$ cat config.mk
export PLATFORM = sky130hd
export DESIGN_NAME = prog_cntr_unit
export DESIGN_NICKNAME = d
export VERILOG_FILES = /design/src/rtl/prog_cntr_pkg.sv /design/src/rtl/prog_cntr_ras.sv /design/src/rtl/prog_cntr_unit.sv
export SDC_FILE = /design/constraint.sdc
export NUM_CORES = 1
export LEC_CHECK = 0
export BUFFER_PORTS_ARGS = -buffer_cell sky130_fd_sc_hd__buf_2
export CAP_MARGIN = 30
export CORE_MARGIN = 5
export CORE_UTILIZATION = 59
export DETAILED_ROUTE_END_ITERATION = 8
export PLACE_DENSITY = 0.79
export SYNTH_ARGS = -nofsm -noshare
export SYNTH_HDL_FRONTEND = slang
export SYNTH_SLANG_ARGS = --single-unit
$ cat constraint.sdc
create_clock -name clock -period 4.01 [get_ports clock]
set_input_delay 0.2005 -clock clock [delete_from_list [all_inputs] [get_ports clock]]
set_output_delay 0.2005 -clock clock [all_outputs]
set_load 0.02 [all_outputs]
$ cat src/rtl/prog_cntr_pkg.sv
// Shared definitions for the fetch-stage program counter: next-PC source
// encodings and the default address width.
package prog_cntr_pkg;

    localparam int DEFAULT_ADDR_W = 14;

    typedef enum logic [1:0] {
        SRC_SEQ = 2'd0,
        SRC_BR  = 2'd1,
        SRC_INT = 2'd2,
        SRC_RET = 2'd3
    } pc_src_e;

endpackage

$ cat src/rtl/prog_cntr_ras.sv
// Return-address stack: a circular buffer with a top pointer and an entry count.
// A push onto a full stack overwrites the oldest entry. A pop from an empty stack is ignored.
module prog_cntr_ras #(
    parameter int ADDR_W = 14,
    parameter int DEPTH  = 8
) (
    input  logic              clock,
    input  logic              reset,
    input  logic              push,
    input  logic              pop,
    input  logic [ADDR_W-1:0] data_in,
    output logic [ADDR_W-1:0] top,
    output logic              full,
    output logic              empty
);

    localparam int PTR_W = (DEPTH > 1) ? $clog2(DEPTH) : 1;
    localparam logic [PTR_W:0] FULL_CNT = (PTR_W+1)'(DEPTH);

    logic [ADDR_W-1:0] mem_q [DEPTH];
    logic [PTR_W-1:0]  ptr_q, ptr_d;
    logic [PTR_W:0]    count_q, count_d;
    logic [PTR_W-1:0]  wr_idx;

    assign full   = (count_q == FULL_CNT);
    assign empty  = (count_q == '0);
    assign top    = mem_q[ptr_q];
    assign wr_idx = ptr_q + PTR_W'(1);

    always_comb begin
        ptr_d   = ptr_q;
        count_d = count_q;
        if (push) begin
            // When full, the slot after the top holds the oldest entry.
            ptr_d = wr_idx;
            if (!full) begin
                count_d = count_q + (PTR_W+1)'(1);
            end
        end else if (pop && !empty) begin
            ptr_d   = ptr_q - PTR_W'(1);
            count_d = count_q - (PTR_W+1)'(1);
        end
    end

    always_ff @(posedge clock or posedge reset) begin
        if (reset) begin
            ptr_q   <= '0;
            count_q <= '0;
        end else begin
            ptr_q   <= ptr_d;
            count_q <= count_d;
        end
    end

    always_ff @(posedge clock) begin
        if (push) begin
            mem_q[wr_idx] <= data_in;
        end
    end

endmodule

$ cat src/rtl/prog_cntr_unit.sv
// Fetch-stage program counter with a fixed-priority next-PC select and a return-address stack.
// Optional trace outputs (last_src, last_from) are enabled by PROG_CNTR_TRACE_EN.
module prog_cntr_unit
    import prog_cntr_pkg::*;
#(
    parameter int                ADDR_W    = DEFAULT_ADDR_W,
    parameter int                RAS_DEPTH = 8,
    parameter logic [ADDR_W-1:0] RESET_VEC = '0
) (
    input  logic              clock,
    input  logic              reset,
    input  logic              stall,
    input  logic              branch_taken,
    input  logic              call,
    input  logic              ret,
    input  logic [ADDR_W-1:0] branch_target_addr,
    input  logic              int_req,
    input  logic [ADDR_W-1:0] int_vector_addr,
    output logic              int_ack,
`ifdef PROG_CNTR_TRACE_EN
    output logic [1:0]        last_src,
    output logic [ADDR_W-1:0] last_from,
`endif
    output logic [ADDR_W-1:0] prog_cntr,
    output logic              ras_overflow,
    output logic              ras_underflow
);

    logic [ADDR_W-1:0] pc_q, pc_d, pc_inc;
    logic              int_ack_q, int_ack_d;
    logic              ovf_q, ovf_d;
    logic              unf_q, unf_d;
    pc_src_e           src;

    logic              ras_push, ras_pop;
    logic [ADDR_W-1:0] ras_din, ras_top;
    logic              ras_full, ras_empty;

    assign pc_inc = pc_q + ADDR_W'(1);

    // Priority decision only; the stall gate is applied when acting on it.
    always_comb begin
        if (int_req) begin
            src = SRC_INT;
        end else if (ret) begin
            src = SRC_RET;
        end else if (branch_taken) begin
            src = SRC_BR;
        end else begin
            src = SRC_SEQ;
        end
    end

    always_comb begin
        pc_d      = pc_q;
        int_ack_d = 1'b0;
        ovf_d     = ovf_q;
        unf_d     = unf_q;
        ras_push  = 1'b0;
        ras_pop   = 1'b0;
        ras_din   = pc_q;
        if (!stall) begin
            case (src)
                SRC_INT: begin
                    // Save the interrupted, not yet executed instruction.
                    pc_d      = int_vector_addr;
                    ras_push  = 1'b1;
                    ras_din   = pc_q;
                    int_ack_d = 1'b1;
                end
                SRC_RET: begin
                    ras_pop = 1'b1;
                    pc_d    = ras_empty ? RESET_VEC : ras_top;
                end
                SRC_BR: begin
                    pc_d = branch_target_addr;
                    if (call) begin
                        ras_push = 1'b1;
                        ras_din  = pc_inc;
                    end
                end
                default: pc_d = pc_inc;
            endcase
            if (ras_push && ras_full) begin
                ovf_d = 1'b1;
            end
            if (ras_pop && ras_empty) begin
                unf_d = 1'b1;
            end
        end
    end

    always_ff @(posedge clock or posedge reset) begin
        if (reset) begin
            pc_q      <= RESET_VEC;
            int_ack_q <= 1'b0;
            ovf_q     <= 1'b0;
            unf_q     <= 1'b0;
        end else begin
            pc_q      <= pc_d;
            int_ack_q <= int_ack_d;
            ovf_q     <= ovf_d;
            unf_q     <= unf_d;
        end
    end

    prog_cntr_ras #(
        .ADDR_W (ADDR_W),
        .DEPTH  (RAS_DEPTH)
    ) u_ras (
        .clock   (clock),
        .reset   (reset),
        .push    (ras_push),
        .pop     (ras_pop),
        .data_in (ras_din),
        .top     (ras_top),
        .full    (ras_full),
        .empty   (ras_empty)
    );

`ifdef PROG_CNTR_TRACE_EN
    logic [1:0]        last_src_q, last_src_d;
    logic [ADDR_W-1:0] last_from_q, last_from_d;

    always_comb begin
        last_src_d  = last_src_q;
        last_from_d = last_from_q;
        if (!stall && (src != SRC_SEQ)) begin
            last_src_d  = src;
            last_from_d = pc_q;
        end
    end

    always_ff @(posedge clock or posedge reset) begin
        if (reset) begin
            last_src_q  <= 2'd0;
            last_from_q <= '0;
        end else begin
            last_src_q  <= last_src_d;
            last_from_q <= last_from_d;
        end
    end

    assign last_src  = last_src_q;
    assign last_from = last_from_q;
`endif

    assign prog_cntr     = pc_q;
    assign int_ack       = int_ack_q;
    assign ras_overflow  = ovf_q;
    assign ras_underflow = unf_q;

endmodule

==> results of run 1 <==
==> registers in the layout, summed over array words and instances, names as in the netlist <==
signal	count
u_ras.count_q	4
ras_underflow	1
u_ras.mem_q	112
u_ras.ptr_q	3
int_ack	1
ras_overflow	1
prog_cntr	14
==> power groups by stage <==
stage	clock, mW	sequential, mW	combinational [mW]
6_report	1.71	2.04	1.24
5_1_grt	1.79	2.06	1.33
4_1_cts	1.72	2.04	1.24
3_5_place_dp	0	2.06	1.21
3_3_place_gp	0	2.05	1.17
2_1_floorplan	0	1.97	0.949
==> cell families after synthesis <==
family | synth area share
xor gates and xnor gates | 0.0257
AOI/OAI and AO/OA | 0.0992
DFF | 0.645
buffers and inverters | 0.0251
muxes | 0.117
adders and majority gates | 0.0183
and+or+nand+nor | 0.0697
==> synth_stat cells, drive strengths merged (2+ instances only) <==
library cell	n
a211o	2
a21o	2
a21oi	7
a221oi	17
a22oi	10
a31oi	3
and3	2
buf	14
clkbuf	5
clkinv	2
dfrtp	24
edfxtp	112
ha	9
inv	10
mux2	2
mux2i	6
mux4	28
nand2	22
nand2b	2
nand3	12
nand4	5
nor2	22
nor2b	2
nor3	10
o211a	2
o21a	4
o21ai	12
o22ai	6
o311ai	2
or2	3
or3	2
xnor2	15
xor2	3
==> through the flow <==
step | instance area (sq um) | util | worst slack (ps)
2_1_floorplan | 6140 | - | 1160
3_3_place_gp | 6590 | 0.644 | 1160
3_5_place_dp | 6620 | 0.647 | 964
4_1_cts | 7300 | 0.714 | 1460
5_1_grt | 7300 | 0.714 | 1240
6_report | 7300 | 0.714 | 1420
==> final cells by class <==
cell class / count / area, sq um
sequential: 136 / 3960
fill: 640 / 2930
multi-input combinational: 228 / 2050
clock buffer: 19 / 432
timing repair buffer: 69 / 418
clock inverter: 13 / 225
tap: 136 / 170
inverter: 12 / 45.0
==> routing by layer <==
layer  vias up  part of all wire  track usage
met5         -                 0            0
met4         0             0.019       0.0946
met3        28              0.10       0.0507
met2       257              0.50        0.402
met1      2042              0.38        0.331
li1       1728                 -            -
==> final timing paths <==
check | endpoint | depth (start not counted) | start
worst min register to register | ras_overflow | 1 | ras_overflow
min in group asynchronous | u_ras.ptr_q[1] | 3 | reset
worst max register to register | u_ras.mem_q[3][2] | 5 | u_ras.ptr_q[0]
worst max-delay path | u_ras.count_q[3] | 12 | ret
worst min-delay path | prog_cntr[9] | 3 | branch_target_addr[9]
max in group asynchronous | prog_cntr[3] | 4 | reset
==> worst max-delay path, cell delays in order <==
cell and delay [ps]:
buf_2 90, nor2_1 40, nor2_1 160, ha_1 630, a21oi_1 260, nor2_2 380
inv_1 240, ha_1 380, o21a_1 140, o22ai_1 200, a31oi_1 110, a41oi_1 170
==> repair_timing <==
item / 4_1_cts / 5_1_grt
setup buffers: 0 / 0
hold buffers: 3 / 0
endpoints found under the hold margin: 11 / 0
==> metrics.txt, run 1 <==
Routed WL per cell 24.2 um; critical path capture point type register; Max-Cap Viols 0; die span in x 112 um; Pre-Repair DR Iteration Count 5; Setup crit start kind input pin; latest clock arrival within the worst-skew pair 510 ps; Worst EP arrival 3020 ps; Hold/Removal Path Class input pin to register; Async SR Flop Fraction 0.176; clock sink count 136; CTS tree built; dpl hpwl 9470 um; final setup fails 0; DRC viols 0; Max VDD drop 0.345 mV; worst relative slew slack 0.432; Cells after DPL 578; DR iter-0 viols 546; initial antenna violation count 0; fmax 0.387 GHz; sw frac 0.299; largest net degree at the start of global routing 21; outcome finished clean; Final Hold Fails 0; nets 508; clk_skew 6.27 ps; reg-to-reg setup timing slack 1450 ps; Initial Utilization 0.600; Top FF cell, synth edfxtp_1; Synth warnings 0; sequential fraction of the synthesis area 0.645; Leakage 2.59 nW; worst-margin pin slew 853 ps; Synth Cell Area 6140 sq um; ANT nets after route 0; core area 10200 sq um; RSZ-0062 raised after global routing false; Layout area overhead 18.9%; CP required 4440 ps; fin crit period 2590 ps; Synth area leader edfxtp_1; synth top area cells edfxtp_1, mux4_2, dfrtp_1; # rows 37; number of global-route vias before repair 4102; pwr/cell area 682 nW/um^2; ant diodes 0; global route overflow 0; Die Area 12600 sq um; commonest non-fill, non-tap cell in the layout edfxtp_1; Finished Layout Cells 613; Die Ht 112 um; Vias per Instance 6.62; sequential share of power 0.409; Yosys cell types 57; most frequent cells in the layout edfxtp_1, buf_2, mux4_2; synthesized area per cell 15.5 sq um; Synth Net Count 439; worst hold slack 27.6 ps; Resized cells post-CTS 0; Final period util 0.645; net switching power 1.49 mW; Max clock buf depth 2; Placer Congestion 0.894; H-Tree Depth 4; TritonCTS Buffers 17; fraction of layout cells with a size suffix above 1 0.294; Root Driver clkbuf_8; #FFs+latches synth 136; setup_tns 0 ps; number of flops mapped to enable cells by yosys 112; crit path kind input pin to register; Global Route Usage Sum 0.247; P_int 3.49 mW; cells after synthesis 395; first-pass GRT wire length 23000 um; clock transition at the registers of the reported paths 60 ps; CP max FO 18; Comb power frac 0.248; Ports 52; Vias 4055; Routed Wire Length 14800 um; port bufs 51; overall power 4.98 mW; Pins Over Slew Limit 0; clock power share 0.343; top-area cell type share of the netlist area 0.548
(Power assumes the default switching activity.)
==> run 2: changes to the inputs <==
Clock period 4.01 ns to 2.63 ns, I/O delays scaled along.
==> run 2 against run 1 <==
Sequential share of layout area down 0.66 points. Via count up 0.76%. Power increased by 48%. Combinational power grew 65%. Non-clock buffer count rose by 19. Cell count grew 2.9%. Sequential cell count unchanged. Clock skew hardly changed. Critical path type is now register to register. Highest routed layer unchanged.
==> metrics.txt, run 2 (same netlist as run 1, synthesis figures left out) <==
# rows 37; Hold/Removal Path Class input pin to register; TritonCTS Buffers 17; Vias per Instance 6.48; cells on worst reg2reg path 5; setup_tns 0 ps; placed inst area 6710 sq um; fmax 0.418 GHz; port bufs 51; WHS Path Cells 3; core area 10200 sq um; fin crit period 2390 ps; clk_skew 5.84 ps; overall power 7.38 mW; Hold Path End prog_cntr[8]; CP max FO 8; Biggest register u_ras.mem_q; GRT Max-Usage Layer met2; clock transition at the registers of the reported paths 60 ps; Finished Layout Cells 631; DR iter-0 viols 727; most frequent cells in the layout edfxtp_1, buf_2, mux4_2; CTS tree built; reg-to-reg setup timing slack 240 ps; final setup fails 0; latest clock arrival within the worst-skew pair 510 ps; dpl hpwl 9810 um; hold wc startpoint branch_target_addr[8]; worst relative slew slack 0.570; Initial Utilization 0.600; Filler Cell Count 633; Pre-Repair DR Iteration Count 5; Max VDD drop 0.523 mV; initial antenna violation count 0; ant diodes 0; worst hold slack 14.6 ps; Final period util 0.909; Die Ht 112 um; global route overflow 0; largest net degree at the start of global routing 21; clock sink count 136; Ports 52; Register Area 3960 sq um; fin util 0.723; fraction of layout cells with a size suffix above 1 0.307; outcome finished clean; die span in x 112 um; Worst EP arrival 2610 ps; area of the multi-input gates 2050 sq um; Routed WL per cell 23.4 um; Die Area 12600 sq um; worst-margin pin slew 641 ps; RR Startpoint prog_cntr[0]; Vias 4086; final setup margin 239 ps; first-pass GRT wire length 23100 um; H-Tree Depth 4; number of global-route vias before repair 4029; Routed Wire Length 14800 um; Global Route Usage Sum 0.245; Cells after DPL 591; Max clock buf depth 2; Reg2Reg Capture Point u_ras.mem_q[4][10]; commonest non-fill, non-tap cell in the layout edfxtp_1; DRC viols 0; worst slack, placed 238 ps; critical path capture point type register; crit path kind register to register; Final Hold Fails 0; Leakage 2.64 nW; CP required 2850 ps; RSZ-0062 raised after global routing false; met1 GRT Util 0.345; Finished Cell Area 7390 sq um; Setup crit start kind register; Max-Cap Viols 0; Root Driver clkbuf_8; met3 Use GR 0.0566; nets 527; Layout area overhead 20.4%; Pins Over Slew Limit 0; Placer Congestion 0.851; pwr/cell area 998 nW/um^2; met2 GRT Util 0.394; ANT nets after route 0; max reg flops 112
[run 2: cell types whose count changed in the layout (fill, tap and decap cells not counted), sizes merged]
cell and delta:
clkinvlp +1, dlygate4sd3 +6, buf +13, bufinv -3, inv +3, clkbuf -2
[run 2: area by class of cell]
type,count,share of cell area
flip-flops and latches,136,0.536
clock buffers,17,0.0560
inverters,12,0.00609
clock inverters,14,0.0237
well taps,136,0.0230
multi-input cells,228,0.277
repair buffers,88,0.0778
[run 2: how the worst max path moves through the flow]
| stage | startpoint | to | slack [ps] | depth (start not counted) |
|---|---|---|---|---|
| floorplan | ret | u_ras.mem_q[5][0] | -160 | 7 |
| global placement | prog_cntr[0] | u_ras.mem_q[2][8] | 360 | 5 |
| detailed placement | ret | u_ras.mem_q[0][7] | 240 | 8 |
| CTS | prog_cntr[0] | u_ras.mem_q[6][6] | 270 | 5 |
| global route | prog_cntr[0] | u_ras.mem_q[1][6] | 110 | 5 |
| finish | prog_cntr[0] | u_ras.mem_q[4][10] | 240 | 5 |
[run 2: worst max-delay path, stage by stage, from the launching register on]
cell,delay (ps)
dfrtp_1,500
ha_1,310
nand4_1,310
nor2_1,310
nand3_1,130
xnor2_1,540
[run 2: power breakdown]
part	internal, mW	switching, mW	leakage [nW]
sequential	2.72	0.262	1.29
combinational	0.903	1.15	1.07
clock	1.45	0.901	0.283
[run 2: repair_timing]
action                                 in CTS  in global routing
buffers inserted                            0                  0
endpoints found under the hold margin      14                  0
gates resized for setup                     0                  0
hold buffers                                9                  0
[run 2: metal layers]
layer / vias up / routed length [um]
met5: - / 0
met1: 2017 / 5820
met2: 269 / 7220
met3: 31 / 1430
li1: 1769 / -
met4: 0 / 316
==> run 3: changes to the inputs <==
Settings changed: CELL_PAD_IN_SITES_DETAIL_PLACEMENT from default to 1, CELL_PAD_IN_SITES_GLOBAL_PLACEMENT from default to 1, CORE_UTILIZATION 59 to 50.
==> run 3 against run 2 <==
Count of clock-buffer cells in the layout increased by 6. Critical path depth unchanged. Largest cell class unchanged. Core utilization decreased by 11 points.
==> metrics.txt, run 3 (same netlist as run 1, synthesis figures left out) <==
first-pass GRT wire length 26000 um; CP required 2760 ps; Final Hold Fails 0; Setup crit start kind register; DRC viols 0; Biggest register u_ras.mem_q; Pre-Repair DR Iteration Count 5; global route overflow 0; clock sink count 136; Global Route Usage Sum 0.244; Root Driver clkbuf_16; Hold/Removal Path Class input pin to register; initial antenna violation count 0; H-Tree Depth 4; Leakage 2.63 nW; fmax 0.394 GHz; WHS Path Cells 3; area of the multi-input gates 2060 sq um; commonest non-fill, non-tap cell in the layout edfxtp_1; dpl hpwl 11400 um; net switching power 2.34 mW; clock transition at the registers of the reported paths 60 ps; RSZ-0062 raised after global routing false; Max-Cap Viols 0; overall power 7.55 mW; die span in x 121 um; port bufs 51; Initial Utilization 0.511; cells on worst reg2reg path 5; Vias 4042; Max clock buf depth 2; CP max FO 8; Max VDD drop 0.582 mV; clock power share 0.322; TritonCTS Buffers 17; CTS tree built; outcome finished clean; fin crit period 2540 ps; Pins Over Slew Limit 0; fraction of layout cells with a size suffix above 1 0.309; worst relative slew slack 0.473; pwr/cell area 1030 nW/um^2; worst-margin pin slew 785 ps; Comb power frac 0.283; Routed Wire Length 17000 um; DR iter-0 viols 484; largest net degree at the start of global routing 22; critical path capture point type register; Die Area 14600 sq um; ant diodes 0; Final period util 0.965; crit path kind register to register; number of buffers added for setup after CTS 0; number of global-route vias before repair 4372; P_int 5.20 mW; Register Area 3960 sq um; Layout area overhead 19.8%; ANT nets after route 0; Filler Cell Count 1132; core area 12000 sq um; Worst EP arrival 2660 ps; Ports 52; max reg flops 112; Vias per Instance 6.36; sw frac 0.311; Placer Congestion 0.829; most frequent cells in the layout edfxtp_1, buf_2, mux4_2, buf_4, dfrtp_1; final setup fails 0; clk_skew 5.68 ps; Routed WL per cell 26.8 um; latest clock arrival within the worst-skew pair 420 ps; # rows 40; sequential share of power 0.394; Die Ht 121 um; nets 520; fin util 0.613
run 3: metrics by stage:
stage / std cells / TNS, ps / cell area [sq um] / hold WS (ps) / setup slack, ps
final: 636 / 0 / 7360 / 42.8 / 93.2
after global routing: 636 / 0 / 7360 / 40.7 / 24.2
after CTS: 636 / 0 / 7350 / 26.0 / 170
after detailed placement: 603 / 0 / 6740 / 205 / 42.4
after global placement: 602 / 0 / 6710 / 446 / 293
after floorplan: 395 / -2180 / 6160 / 146 / -156
run 3: path summary, 6_finish.rpt:
check | slack [ps] | end | startpoint
worst min-delay path | 40 | prog_cntr[3] | branch_target_addr[3]
max in group asynchronous | 1820 | prog_cntr[3] | reset
worst max-delay path | 90 | u_ras.mem_q[4][12] | prog_cntr[0]
worst min register to register | 460 | ras_overflow | ras_overflow
worst max register to register | 90 | u_ras.mem_q[4][12] | prog_cntr[0]
min in group asynchronous | 320 | prog_cntr[11] | reset
run 3: what timing repair did:
action                     4_1_cts  5_1_grt
hold endpoints to repair         9        0
setup endpoints to repair        0        8
hold buffers                     1        0
gates resized for setup          0        1
run 3: critical path, cell delays in order, from the launching register on:
cell	delay, ps
dfrtp_1	500
ha_1	340
nand4_1	380
nor2_1	330
nand3_1	140
xnor2_1	550
run 3: routing by layer:
layer	vias to the layer above	wire length (um)	track usage
met5	-	0	0
met4	0	353	0.0942
met3	33	894	0.0529
met2	169	8630	0.398
met1	2091	7160	0.321
li1	1749	-	-
run 3: power by group through the flow:
stage / sequential (mW) / clock (mW) / combinational, mW
3_3_place_gp: 2.98 / 0 / 2.04
4_1_cts: 2.97 / 2.46 / 2.16
2_1_floorplan: 3.00 / 0 / 1.47
6_report: 2.98 / 2.43 / 2.14
5_1_grt: 3.00 / 2.58 / 2.29
3_5_place_dp: 3.01 / 0 / 2.15
run 3: layout make-up:
cell class	instances	share of cell area
inverters	12	0.00612
flip-flops and latches	136	0.539
multi-input cells	228	0.279
repair buffers	81	0.0683
well taps	147	0.0250
clock buffers	23	0.0663
clock inverters	9	0.0163
